File: config.mk
export PLATFORM = sky130hd
export DESIGN_NAME = mem_access
export DESIGN_NICKNAME = d
export VERILOG_FILES = /design/src/rtl/mem_access.sv
export SDC_FILE = /design/constraint.sdc
export NUM_CORES = 1
export LEC_CHECK = 0
export CAP_MARGIN = 40
export CORE_MARGIN = 8
export CORE_UTILIZATION = 41
export CTS_CLUSTER_DIAMETER = 50
export CTS_CLUSTER_SIZE = 28
export DETAILED_ROUTE_END_ITERATION = 8
export GPL_TIMING_DRIVEN = 0
export PLACE_DENSITY = 0.78
export SYNTH_ARGS = -nofsm -noshare
export SYNTH_HDL_FRONTEND = slang
export SYNTH_SLANG_ARGS = --single-unit
File: constraint.sdc
create_clock -name clk -period 4.25 [get_ports clk]
set_input_delay 1.0625 -clock clk [delete_from_list [all_inputs] [get_ports clk]]
set_output_delay 1.0625 -clock clk [all_outputs]
set_load 0.02 [all_outputs]
File: src/rtl/mem_access.sv
// rtl/mem_access.sv - memory-access pipeline stage: loads/stores on a req/gnt/rvalid bus, passthrough to writeback
module mem_access #(
  parameter int XLEN        = 32,
  parameter int TIMEOUT_CYC = 255
) (
  input  logic            clk,
  input  logic            rst_n,
  input  logic            in_valid,
  output logic            in_ready,
  input  logic [3:0]      op_type,
  input  logic [4:0]      op_spec,
  input  logic [4:0]      rd_ind,
  input  logic [XLEN-1:0] rd_in,
  input  logic [XLEN-1:0] mem_addr,
  input  logic [XLEN-1:0] rs2_dat,
  output logic            dmem_req,
  output logic            dmem_we,
  output logic [XLEN-1:0] dmem_addr,
  output logic [3:0]      dmem_be,
  output logic [XLEN-1:0] dmem_wdata,
  input  logic            dmem_gnt,
  input  logic            dmem_rvalid,
  input  logic [XLEN-1:0] dmem_rdata,
  output logic            wb_valid,
  input  logic            wb_ready,
  output logic [4:0]      wb_rd_ind,
  output logic [XLEN-1:0] wb_rd_dat,
  output logic            wb_we,
  output logic            exc_misalign,
  output logic            exc_bus
);

  typedef enum logic [1:0] {S_IDLE, S_REQ, S_WAIT, S_HOLD} state_t;

  localparam int CW = (TIMEOUT_CYC > 1) ? $clog2(TIMEOUT_CYC) : 1;
  localparam logic [CW-1:0] TMO_LAST = CW'((TIMEOUT_CYC > 0) ? TIMEOUT_CYC - 1 : 0);

  state_t          r_state, w_next;
  logic [CW-1:0]   r_cnt;
  logic            r_store;
  logic [2:0]      r_spec;
  logic [4:0]      r_rd_ind;
  logic [XLEN-1:0] r_addr;
  logic [XLEN-1:0] r_rs2;
  logic [XLEN-1:0] r_wb_dat;
  logic            r_wb_we;
  logic            r_exc_mis;
  logic            r_exc_bus;

  logic            w_acc;
  logic            w_is_mem;
  logic            w_legal;
  logic            w_mis;
  logic            w_tmo;
  logic            w_ld_done;
  logic            w_st_done;
  logic [XLEN-1:0] w_rshift;
  logic [XLEN-1:0] w_load;
  logic [3:0]      w_be;

  assign w_acc    = in_valid && in_ready;
  assign w_is_mem = (op_type == 4'b0001);

  always_comb begin
    w_legal = 1'b0;
    case (op_spec)
      5'd0, 5'd1, 5'd2, 5'd4, 5'd5, 5'd8, 5'd9, 5'd10: w_legal = 1'b1;
      default:                                         w_legal = 1'b0;
    endcase
  end

  assign w_mis = ((op_spec[1:0] == 2'd1) && mem_addr[0]) ||
                 ((op_spec[1:0] == 2'd2) && (mem_addr[1:0] != 2'b00));

  // Timeout compare is gated so TIMEOUT_CYC = 0 never fires.
  assign w_tmo = (TIMEOUT_CYC != 0) && (r_cnt == TMO_LAST);

  assign w_ld_done = !r_store && dmem_rvalid &&
                     (((r_state == S_REQ) && dmem_gnt) || (r_state == S_WAIT));
  assign w_st_done = r_store && (r_state == S_REQ) && dmem_gnt;

  assign w_rshift = dmem_rdata >> {r_addr[1:0], 3'b000};

  always_comb begin
    w_load = w_rshift;
    case (r_spec[1:0])
      2'd0:    w_load = r_spec[2] ? {{(XLEN-8){1'b0}}, w_rshift[7:0]}
                                  : {{(XLEN-8){w_rshift[7]}}, w_rshift[7:0]};
      2'd1:    w_load = r_spec[2] ? {{(XLEN-16){1'b0}}, w_rshift[15:0]}
                                  : {{(XLEN-16){w_rshift[15]}}, w_rshift[15:0]};
      default: w_load = w_rshift;
    endcase
  end

  always_comb begin
    w_be = 4'b1111;
    case (r_spec[1:0])
      2'd0:    w_be = 4'b0001 << r_addr[1:0];
      2'd1:    w_be = 4'b0011 << r_addr[1:0];
      default: w_be = 4'b1111;
    endcase
  end

  always_ff @(posedge clk or posedge rst_n) begin
    if (rst_n) r_state <= S_IDLE;
    else       r_state <= w_next;
  end

  always_comb begin
    w_next   = r_state;
    in_ready = 1'b0;
    dmem_req = 1'b0;
    case (r_state)
      S_IDLE: begin
        in_ready = 1'b1;
        if (w_acc) w_next = (w_is_mem && w_legal && !w_mis) ? S_REQ : S_HOLD;
      end
      S_REQ: begin
        dmem_req = 1'b1;
        if (dmem_gnt)   w_next = (r_store || dmem_rvalid) ? S_HOLD : S_WAIT;
        else if (w_tmo) w_next = S_HOLD;
      end
      S_WAIT: begin
        if (dmem_rvalid || w_tmo) w_next = S_HOLD;
      end
      S_HOLD: begin
        if (wb_ready) w_next = S_IDLE;
      end
      default: w_next = S_IDLE;
    endcase
  end

  always_ff @(posedge clk or posedge rst_n) begin
    if (rst_n) begin
      r_cnt     <= '0;
      r_store   <= 1'b0;
      r_spec    <= '0;
      r_rd_ind  <= '0;
      r_addr    <= '0;
      r_rs2     <= '0;
      r_wb_dat  <= '0;
      r_wb_we   <= 1'b0;
      r_exc_mis <= 1'b0;
      r_exc_bus <= 1'b0;
    end else begin
      if ((w_next == S_REQ || w_next == S_WAIT) && (w_next != r_state)) r_cnt <= '0;
      else if (r_state == S_REQ || r_state == S_WAIT)                    r_cnt <= r_cnt + 1'b1;

      if (w_acc) begin
        r_store   <= op_spec[3];
        r_spec    <= op_spec[2:0];
        r_rd_ind  <= rd_ind;
        r_addr    <= mem_addr;
        r_rs2     <= rs2_dat;
        r_exc_bus <= 1'b0;
        r_exc_mis <= w_is_mem && w_legal && w_mis;
        // Unlisted memory specs fall through as passthrough but never write the register file.
        r_wb_dat  <= (w_is_mem && w_legal) ? '0 : rd_in;
        r_wb_we   <= !w_is_mem && (rd_ind != 5'd0);
      end else if (w_ld_done) begin
        r_wb_dat <= w_load;
        r_wb_we  <= (r_rd_ind != 5'd0);
      end else if ((r_state == S_REQ || r_state == S_WAIT) && (w_next == S_HOLD) && !w_st_done) begin
        r_exc_bus <= 1'b1;
        r_wb_we   <= 1'b0;
      end
    end
  end

  always_comb begin
    dmem_we      = dmem_req && r_store;
    dmem_addr    = dmem_req ? {r_addr[XLEN-1:2], 2'b00} : '0;
    dmem_be      = dmem_req ? w_be : 4'b0000;
    dmem_wdata   = dmem_req ? (r_rs2 << {r_addr[1:0], 3'b000}) : '0;
    wb_valid     = (r_state == S_HOLD);
    wb_rd_ind    = wb_valid ? r_rd_ind : 5'd0;
    wb_rd_dat    = wb_valid ? r_wb_dat : '0;
    wb_we        = wb_valid && r_wb_we;
    exc_misalign = wb_valid && r_exc_mis;
    exc_bus      = wb_valid && r_exc_bus;
  end

endmodule

After elaboration in Yosys (flattened, before gate mapping)
Memory sizes are Yosys's and may differ from the RTL's.
Index checks and enable logic that the tools add are counted.
- memories: 1
- word-level logic and storage cells: 100
- memory bits (read-only): 16
- input bits: 148
- register bits: 118
- memories (name ; words ; bits a word ; read ports ; clocked after memory_dff ; write ports ; RTL line ; text):
    (no name shown) ; 16 ; 1 ; 1 ; 0 ; 0 ; 66 ; case (op_spec)
- add/subtract/negate cells: 1
- shift-type cells: 4
- reductions and logical operators: 39
- equality and inequality tests: 13
- mux-type cells: 31
- operators by type and width (operator ; number):
    $mux 32 ; 8
    $pmux 32 s2 ; 1
    $shl 32x5->32 ; 1
    $shr 32x5->32 ; 1
    $logic_and 1x1->1 ; 19
    $mux 8 ; 2
    $mux 2 ; 6
    $eq 2x2->1 const B ; 5
    $mux 1 ; 10
    $reduce_bool 5->1 ; 2
    $add 8x1->8 const B ; 1
    $eq 2x1->1 const B ; 4
    $eq 8x8->1 const B ; 1
    $pmux 2 s4 ; 1
    $pmux 4 s2 ; 1
    $reduce_bool 2->1 ; 4
    $logic_or 1x1->1 ; 6
    $mux 5 ; 1
    $eq 4x1->1 const B ; 1
    $logic_not 1->1 ; 4
    $logic_not 2->1 ; 2
    $mux 4 ; 1
    $shl 1x2->4 const A ; 1
    $shl 2x2->4 const A ; 1
    other kinds (4) ; 4

Depth between registers and ports, before layout
- depth after elaboration: 14
- mapped depth: 12
- depth with buffers taken out: 12

Least setup slack after synthesis
OpenSTA, ideal clock, no wires.
- kind: input -> register
- from: in op_type[1]
- to: reg r_cnt[1]
- path buffers: 0
- arrival: 2806 ps
- cell stages on the path: 8
- setup slack: 1291 ps
- data required time: 4097 ps
- path through: nor4b_4 -> and3_1 -> and3_2 -> nor3_1 -> ha_1 -> nand2_1 -> nor3_1 -> nor4_1
- longest elaborated chain between the ends: 10
- elaborated cells on any way between the ends: 13
- ends and longest elaborated chain (what ; RTL line ; text):
    start, declared ; 10 ; input logic [3:0] op_type,
    $eq 4x1->1 (*) ; 62 ; assign w_is_mem = (op_type == 4'b0001);
    $logic_and 1x1->1 (*) (2 in a row) ; 116 ; if (w_acc) w_next = (w_is_mem && w_legal && !w_mis) ? S_REQ : S_HOLD;
    $mux 2 (*) (2 in a row) ; 116 ;
    $pmux 2 s4 (*) ; 113 ; case (r_state)
    net w_next[1] ; 38 ; state_t r_state, w_next;
    $eq 2x1->1 / $eq 2x2->1 (equally long branches) ; 146 ; if ((w_next == S_REQ || w_next == S_WAIT) && (w_next != r_state)) r_cnt <= '0;
    $logic_or 1x1->1 ; 146 ;
    $logic_and 1x1->1 (*) ; 146 ;
    $mux 8 / $reduce_bool 2->1 (equally long branches) ; - ;
    end signal, assigned ; 147 ; else if (r_state == S_REQ || r_state == S_WAIT) r_cnt <= r_cnt + 1'b1;
    end, declared ; 39 ; logic [CW-1:0] r_cnt;
Mark *: on every way through the listed nets, which the timed path passes. The rest lies on a longest branch.
A chain may end at the register's enable or synchronous reset.

Worst setup path after layout
- from: reg r_state[1]
- to: out dmem_wdata[7]
- longest elaborated chain between the ends: 3
- ends and longest elaborated chain (what ; RTL line ; text):
    start, declared ; 38 ;
    start signal, assigned ; 106 ; else r_state <= w_next;
    $eq 2x1->1 ; 113 ;
    $mux 1 ; 113 ;
    $mux 32 ; 174 ; dmem_wdata = dmem_req ? (r_rs2 << {r_addr[1:0], 3'b000}) : '0;
    end, declared ; 20 ; output logic [XLEN-1:0] dmem_wdata,
Every way passes these cells.

==> metrics.md <==
| Metric | Value |
|---|---|
| Avg Vias per Cell | `5.22` |
| Number of synthesized flops with an enable pin | `0` |
| Core Area | `16500 µm²` |
| Fraction of the mapped netlist area in simple logic gates | `0.297` |
| Number of unique standard cell types used by synthesis | `53` |
| Total Routing Usage GR | `0.239` |
| Mapped Cells | `821` |
| Terminating pin of the worst hold path | `r_addr[14]` |
| Kind of capture point of the worst setup path | `output pin` |
| Pwr/cell area | `723 nW/µm²` |
| Initial cell density of the core | `0.415` |
| Root buf cell | `sky130_fd_sc_hd__clkbuf_16` |
| Layout Skew | `10.9 ps` |
| Row count | `47` |
| Post-Synth Adder-Cell Area | `0.0128` |
| PnR Total Power | `0.00750 W` |
| Layout overhead on the synthesized area | `51.7%` |
| Pin count of the biggest net entering global routing | `65` |
| Worst setup slack for register-to-register paths | `920 ps` |
| Synthesized area per cell | `8.33 µm²` |
| Sum of routed wire length over all layers | `25400 µm` |
| Tcrit/Tclk final | `0.947` |
| Yosys warns | `0` |
| Peak supply drop | `0.326 mV` |
| Total negative slack for setup checks | `0 ps` |
| Die ar. | `21100 µm²` |
| Max FO, Critical Path | `10` |
| Leakage Power | `4.63 nW` |
| Multi-input gate area in the final layout | `3620 µm²` |
| Crit path required time | `3190 ps` |
| Netlist area before placement | `6840 µm²` |
| CTS hold repair buffers | `0` |
| Chip Height | `145 µm` |
| Clock Tree Buf Depth | `2` |
| Num CTS Buffers | `17` |
| Number of slew-limit violations in the final report | `0` |
| Element type at the critical path start | `register` |
| Synthesized flop and latch total | `118` |
| Crit path time final | `4020 ps` |
| Register clock-pin slew on the reported worst setup and hold paths | `60 ps` |
| First DRT Iteration DRCs | `419` |
| Measured slew at the worst slew-check pin | `672 ps` |
| H-tree levels | `4` |
| HPWL after DPL | `19300 µm` |
| Clock tree sinks | `118` |
| Final hold violation count | `0` |
| Final setup violation count | `0` |
| Wire length of the first global-routing pass | `39900 µm` |
| Initial antenna violation count | `0` |
| Depth of the most critical reg-to-reg path | `11` |
| Total number of vias | `6955` |
| Drt first pass iters | `5` |
| Count of pins on the block boundary | `260` |
| Number of non-filler instances in the completed layout | `1333` |
| Post-CTS Setup Inserts | `0` |
| Class of the worst hold path | `reg -> reg` |
| DRC violations left | `0` |
| DIE WIDTH | `145 µm` |
| Worst slew margin | `0.552` |
| Via count of the first global-routing pass | `7198` |
| Number of fillers in the final layout | `1448` |
| Main combinational cell family by area after synthesis | `simple AND/OR/NAND/NOR gates` |
| Status | `finished, final reports clean` |
| Insertion delay to the later sink of the worst-skew pair | `420 ps` |
| CTS tree | `done` |
| Cells on Worst Hold Path | `2` |
| Routed Antenna Nets | `0` |
| Total Nets Final | `1255` |
| Placed Instances | `1301` |
| Async set-reset flop share out of synthesis | `1.00` |
| Sequential share of the synthesized area | `0.432` |
| Mean routed wirelength per cell | `19.1 µm` |
| Routability congestion estimate | `0.872` |
| Endpoint of the worst-slack reg-to-reg timing path | `r_cnt[6]` |
| Hold_sp | `r_addr[14]` |
| Prevailing post-synth register cell | `sky130_fd_sc_hd__dfrtp_1` |
| PortBufs | `257` |
| Flip-flop and latch area | `2950 µm²` |
| Max-cap violations | `0` |
| Remaining global-route overflow | `0` |
| Launch instance of the worst register-to-register path | `r_state[0]` |
| Crit Path Class | `reg -> out` |
| Data arrival at the endpoint of the critical path | `2960 ps` |
| Compound-cell area share of the yosys netlist | `0.140` |
| Setup repair after global routing missed its margin | `false` |
| Area share of xor/xnor cells in the synthesized design | `0.0102` |
| Highest Clock Rate | `249 MHz` |
| Total inserted antenna cells | `0` |
| Share of final-layout standard cells stronger than drive strength 1 | `0.0764` |
| Share of cell area taken by muxes after synthesis | `0.0675` |
==> logic make-up after synthesis <==
kind of cell	Yosys count
buf+inv	65
simple gates	436
compound gates	142
xor+xnor	8
fa+ha+maj	7
mux	44
flops	118
other cells	1
==> how the worst max path moves through the flow <==
stage	from	end	slack, ps	depth (start not counted)
floorplan	rst_n	r_addr[0]	60	1
global placement	rst_n	r_wb_dat[10]	-1750	2
detailed placement	in_valid	r_cnt[7]	330	11
CTS	r_state[1]	dmem_wdata[7]	70	8
global route	r_state[1]	dmem_wdata[4]	20	8
finish	r_state[1]	dmem_wdata[7]	230	8
==> worst max-delay path: stages, from the launching register on <==
cell and delay, ps:
sky130_fd_sc_hd__dfrtp_1 460, sky130_fd_sc_hd__inv_1 110, sky130_fd_sc_hd__ha_1 230, sky130_fd_sc_hd__buf_2 290, sky130_fd_sc_hd__nand2b_1 90, sky130_fd_sc_hd__clkbuf_1 270
sky130_fd_sc_hd__nor2_4 300, sky130_fd_sc_hd__and2_1 180, sky130_fd_sc_hd__clkdlybuf4s50_1 620
==> sequential cells by signal, indices dropped and copies added, names as in the netlist <==
register / count
r_state: 2
r_spec: 3
r_exc_mis: 1
r_wb_dat: 32
r_rd_ind: 5
r_store: 1
r_wb_we: 1
r_rs2: 32
r_cnt: 8
r_addr: 32
r_exc_bus: 1
==> what timing repair did <==
action	CTS	global route
gates resized for setup	1	1
setup endpoints to repair	9	9
endpoints found under the hold margin	0	0
==> routing by layer <==
metal	track usage	routed length, µm	share of wire
met1	0.288	10600	0.42
met2	0.388	12100	0.48
met3	0.0740	1880	0.074
met4	0.102	789	0.031
met5	0	0	0
==> area by class of cell <==
type	count	share of cell area
multi-input combinational	639	0.349
sequential	118	0.285
timing repair buffer	259	0.251
clock buffer	18	0.0423
tap	220	0.0265
buffer	60	0.0249
clock inverter	14	0.0191
inverter	5	0.00229
==> power breakdown <==
part / total (W) / switching, W / internal (W)
Clock: 0.00156 / 0.000555 / 0.00100
Combinational: 0.00399 / 0.00231 / 0.00168
Sequential: 0.00196 / 0.000323 / 0.00163
Total: 0.00750 / 0.00319 / 0.00431
==> cell usage after synthesis (3+ instances only) <==
library cell	instances	share of area
sky130_fd_sc_hd__o21ai_0	33	0.024
sky130_fd_sc_hd__nor3_1	3	0.0022
sky130_fd_sc_hd__o21ai_1	5	0.0037
sky130_fd_sc_hd__nor2_1	29	0.016
sky130_fd_sc_hd__xor2_1	5	0.0064
sky130_fd_sc_hd__dfrtp_1	118	0.43
sky130_fd_sc_hd__nand3_1	20	0.015
sky130_fd_sc_hd__ha_1	7	0.013
sky130_fd_sc_hd__nand2_1	252	0.14
sky130_fd_sc_hd__a22oi_1	15	0.016
sky130_fd_sc_hd__nor2b_1	14	0.013
sky130_fd_sc_hd__a21o_1	3	0.0033
sky130_fd_sc_hd__o211ai_1	8	0.0088
sky130_fd_sc_hd__o211a_1	8	0.012
sky130_fd_sc_hd__mux2i_1	27	0.040
sky130_fd_sc_hd__nand4_1	4	0.0037
sky130_fd_sc_hd__nor4_1	9	0.0082
sky130_fd_sc_hd__nand2b_1	4	0.0037
sky130_fd_sc_hd__and2_1	89	0.081
sky130_fd_sc_hd__clkbuf_1	38	0.021
sky130_fd_sc_hd__mux2_2	17	0.028
sky130_fd_sc_hd__a21oi_1	32	0.023
sky130_fd_sc_hd__buf_2	20	0.015
sky130_fd_sc_hd__inv_1	5	0.0027
sky130_fd_sc_hd__a211oi_1	21	0.023
sky130_fd_sc_hd__xnor2_1	3	0.0038
==> through the flow <==
stage,hold WS [ps],setup slack [ps],utilization,cell area (µm²)
floorplan,437,58.4,-,6840
global placement,448,-1750,0.588,9690
detailed placement,454,332,0.591,9730
CTS,468,74.5,0.630,10400
global route,479,19.7,0.630,10400
finish,461,227,0.630,10400
==> placed cells by master, fill, tap and decap left out, drive strengths merged, types with 15 or more instances in the layout <==
cell type,Yosys,layout
a21oi,33,33
clkbuf,38,56
clkdlybuf4s50,0,257
nand3,21,21
a211oi,21,21
mux2,17,17
mux2i,27,27
o21ai,38,38
and2,89,89
nand2,252,252
buf,22,24
dfrtp,118,118
nor2,30,30
a22oi,15,15
Power figures use the tool's default switching activity.
==> edit 1, RTL diff (same settings) <==
The parameter `TIMEOUT_CYC` goes from 255 to 510.
--- a/src/rtl/mem_access.sv
+++ b/src/rtl/mem_access.sv
@@ -2,5 +2,5 @@
 module mem_access #(
   parameter int XLEN        = 32,
-  parameter int TIMEOUT_CYC = 255
+  parameter int TIMEOUT_CYC = 510
 ) (
   input  logic            clk,
Behaviour: same outputs for any inputs over 4 cycles, from zero or initial values and one cycle with rst_n high; that may be too few to reach the edited logic, so the function may still have changed.
==> edit 1 against the original RTL <==
  * Clock skew decreased by 0.0029 ns
  * Wire length increased by 0.97%
  * Non-clock buffer count increased by 1
  * Total power decreased by 5.7%
  * Sequential cell count increased by 1
  * Worst setup slack got worse by 0.066 ns
  * Synthesized area increased by 1.2%
  * Cell area increased by 0.45%
  * Highest routed layer unchanged
==> edit 1: results <==
group,metric,value,unit
cells_and_area,seq_area,2978,um2
power_and_ir_drop,pwr-share-comb,0.517,
cells_and_area,inv_count,6,
synthesis,synthCells,829,
placed_design,hpwl,19490,um
global_route,grt_use_met1,0.2893,
worst_hold_path,worstHoldStart,"r_addr[12]",
drt,avgRoutedWirePerCell,19.17,um
worst_hold_path,worstHoldEndpoint,"r_addr[12]",
synthesis,synth-compound-area-share,0.1410,
synthesis,synthMuxAreaShare,0.06926,
global_route,grt_pass1_vias,7294,
timing,relSlewSlack,0.5091,
synthesis,yosys.area_share.xor_xnor,0.01139,
power_and_ir_drop,power_density,679.5,nW/um2
cells_and_area,clock_buffers,20,
drt,met3_wirelength,2180,um
cells_and_area,finalNetCount,1262,
cells_and_area,drive_gt1_frac,0.06964,
drt,drt_iter0_drc,458,
clock_tree,cts.sinks,119,
worst_setup_path,worstSetupEndpoint,"dmem_wdata[22]",
global_route,grtUsageMet3,0.07369,
global_route,grtUsageTotal,0.2395,
run_status,status,"completed",
synthesis,seq_area_frac_synth,0.4304,
drt,finalWirelength,25690,um
edit 1: cell types whose count changed in the layout (fill, tap and decap cells not counted), sizes merged, moves of 3 or more:
cell    delta
clkbuf    +10
buf        -7
nor3       +7
nor4       -9
o21a       +3
or3b       +3
edit 1: cells by family (layout without fill, tap and decap cells):
family	Yosys count	after routing
XOR/XNOR	9	9
flip-flops	119	119
buffers and inverters	69	358
multiplexers	43	43
AND/OR/NAND/NOR	438	439
AO/OA/AOI/OAI	143	143
adder cells (fa/ha/maj)	7	7
other	1	2
edit 1: stage by stage:
step	instance area (um2)	setup slack (ns)	hold slack [ns]
floorplan	6923	0.03003	0.4374
global placement	9771	-1.851	0.4484
detailed placement	9803	0.03053	0.4541
CTS	10410	0.02924	0.4684
global route	10420	0.05019	0.4773
finish	10420	0.1611	0.4669
edit 1: what timing repair did:
item | CTS | global route
endpoints found under the setup margin | 9 | 13
pin swaps | 0 | 1
cloned | 0 | 1
gates resized for setup | 2 | 4
==> edit 2, RTL diff (same flow settings) <==
Without the edit above. Make the reset (`rst_n`) synchronous in 2 clocked blocks.
--- a/src/rtl/mem_access.sv
+++ b/src/rtl/mem_access.sv
@@ -102,5 +102,5 @@
   end
 
-  always_ff @(posedge clk or posedge rst_n) begin
+  always_ff @(posedge clk) begin
     if (rst_n) r_state <= S_IDLE;
     else       r_state <= w_next;
@@ -131,5 +131,5 @@
   end
 
-  always_ff @(posedge clk or posedge rst_n) begin
+  always_ff @(posedge clk) begin
     if (rst_n) begin
       r_cnt     <= '0;
Behaviour: differs if rst_n is asserted again (counterexample within 4 cycles, from zero or initial values and one cycle with rst_n high); with rst_n held inactive, the same outputs for 4 cycles.
==> edit 2 against the original RTL <==
  * Worst setup slack worse by 0.068 ns
  * Sequential share of layout area fell by 4.9 points
  * Cell area down 3.5%
  * Sequential power decreased by 22%
  * Synthesized area down 3.0%
  * Sequential cell count is the same
  * Total power is 35% lower
  * Wire length up 2.6%
  * Largest cell class unchanged
  * Largest power group unchanged
==> edit 2: results <==
group,metric,value,unit
placed_design,place_congestion,0.9317,
synthesis,ys.flop_type,"dfxtp_1",
power_and_ir_drop,p_leak,3.681,nW
placed_design,pre_cts_ws,-0.09992,ns
synthesis,yosys.area_share.xor_xnor,0.01056,
synthesis,synth_commonest_cells,"nand2_1, dfxtp_1, a21oi_1",
cells_and_area,multi_input_area,3960,um2
power_and_ir_drop,pwr.group.sequential,1.53,mW
floorplan,taps,216,
cells_and_area,buf_share,0.2873,
power_and_ir_drop,vdd_drop_max,0.2982,mV
drt,route.met2.wl,11870,um
placed_design,port_buffers,256,
drt,dr.pass1.iters,6,
cells_and_area,sh_seq_area,0.2360,
cells_and_area,clkCellAreaFrac,0.05251,
global_route,grt_pass1_vias,7391,
synthesis,synth_fa_ha_area_frac,0.01320,
global_route,grt_pass1_wl,40130,um
synthesis,synthMuxAreaShare,0.07995,
timing,relSlewSlack,0.4139,
synthesis,synthCells,865,
worst_setup_path,critPathArrivalTime,3.03,ns
cells_and_area,clock_buffers,25,
cells_and_area,drive_gt1_frac,0.07993,
drt,drt_iter0_drc,561,
drt,finalWirelength,26110,um
worst_setup_path,max_stage_delay,0.55,ns
run_status,status,"completed",
power_and_ir_drop,pg_clk,1.33,mW
cells_and_area,fin_cells,1367,
worst_setup_path,ff2ff_path_depth,14,
cells_and_area,fillerInstances,1405,
synthesis,synthArstFlopShare,0,
cells_and_area,inv_count,4,
cells_and_area,buffers_excl_clock,330,
timing,clock_skew,0.007681,ns
synthesis,synth_area_leaders,"dfxtp_1, nand2_1, a21oi_1",
drt,met3_wirelength,2809,um
global_route,antenna_found_initial,1,
synthesis,synth-compound-area-share,0.1908,
power_and_ir_drop,power_density,486.2,nW/um2
placed_design,hpwl,19840,um
global_route,grt_max_degree,17,
global_route,grtUsageTotal,0.2536,
power_and_ir_drop,p_sw_frac,0.3864,
placed_design,placed_area,9472,um2
clock_tree,ctsResizeCount,5,
-- edit 2: cell types whose count changed in the layout (fill, tap and decap cells not counted), moves of 11 or more --
cell,before,now
dfrtp_1,118,0
a22oi_1,15,0
nor2_1,28,52
a211oi_1,21,2
dfxtp_1,0,118
a21oi_1,32,115
buf_2,21,10
o21ai_0,33,21
clkbuf_1,38,60
nand2_1,252,201
-- edit 2: routing by layer --
metal  up-vias  global-route usage
met1      3354              0.2965
li1       3501                   -
met3        60             0.08414
met2       369              0.4127
met4         0              0.1162
met5         -                   0
-- edit 2: path summary, 6_finish.rpt --
path	from	to	slack (ns)
worst max-delay path	r_addr[0]	dmem_wdata[11]	0.16
worst min register to register	r_addr[7]	r_addr[7]	0.45
worst max register to register	r_state[1]	r_cnt[7]	0.50
worst min-delay path	r_addr[7]	r_addr[7]	0.45
-- edit 2: worst max-delay path: cells and delay by family, from the launching register on --
kind                   cells  cell delay [ns]
flip-flops                 1             0.43
buffers and inverters      4             1.83
AND/OR/NAND/NOR            1             0.07
multiplexers               1             0.27
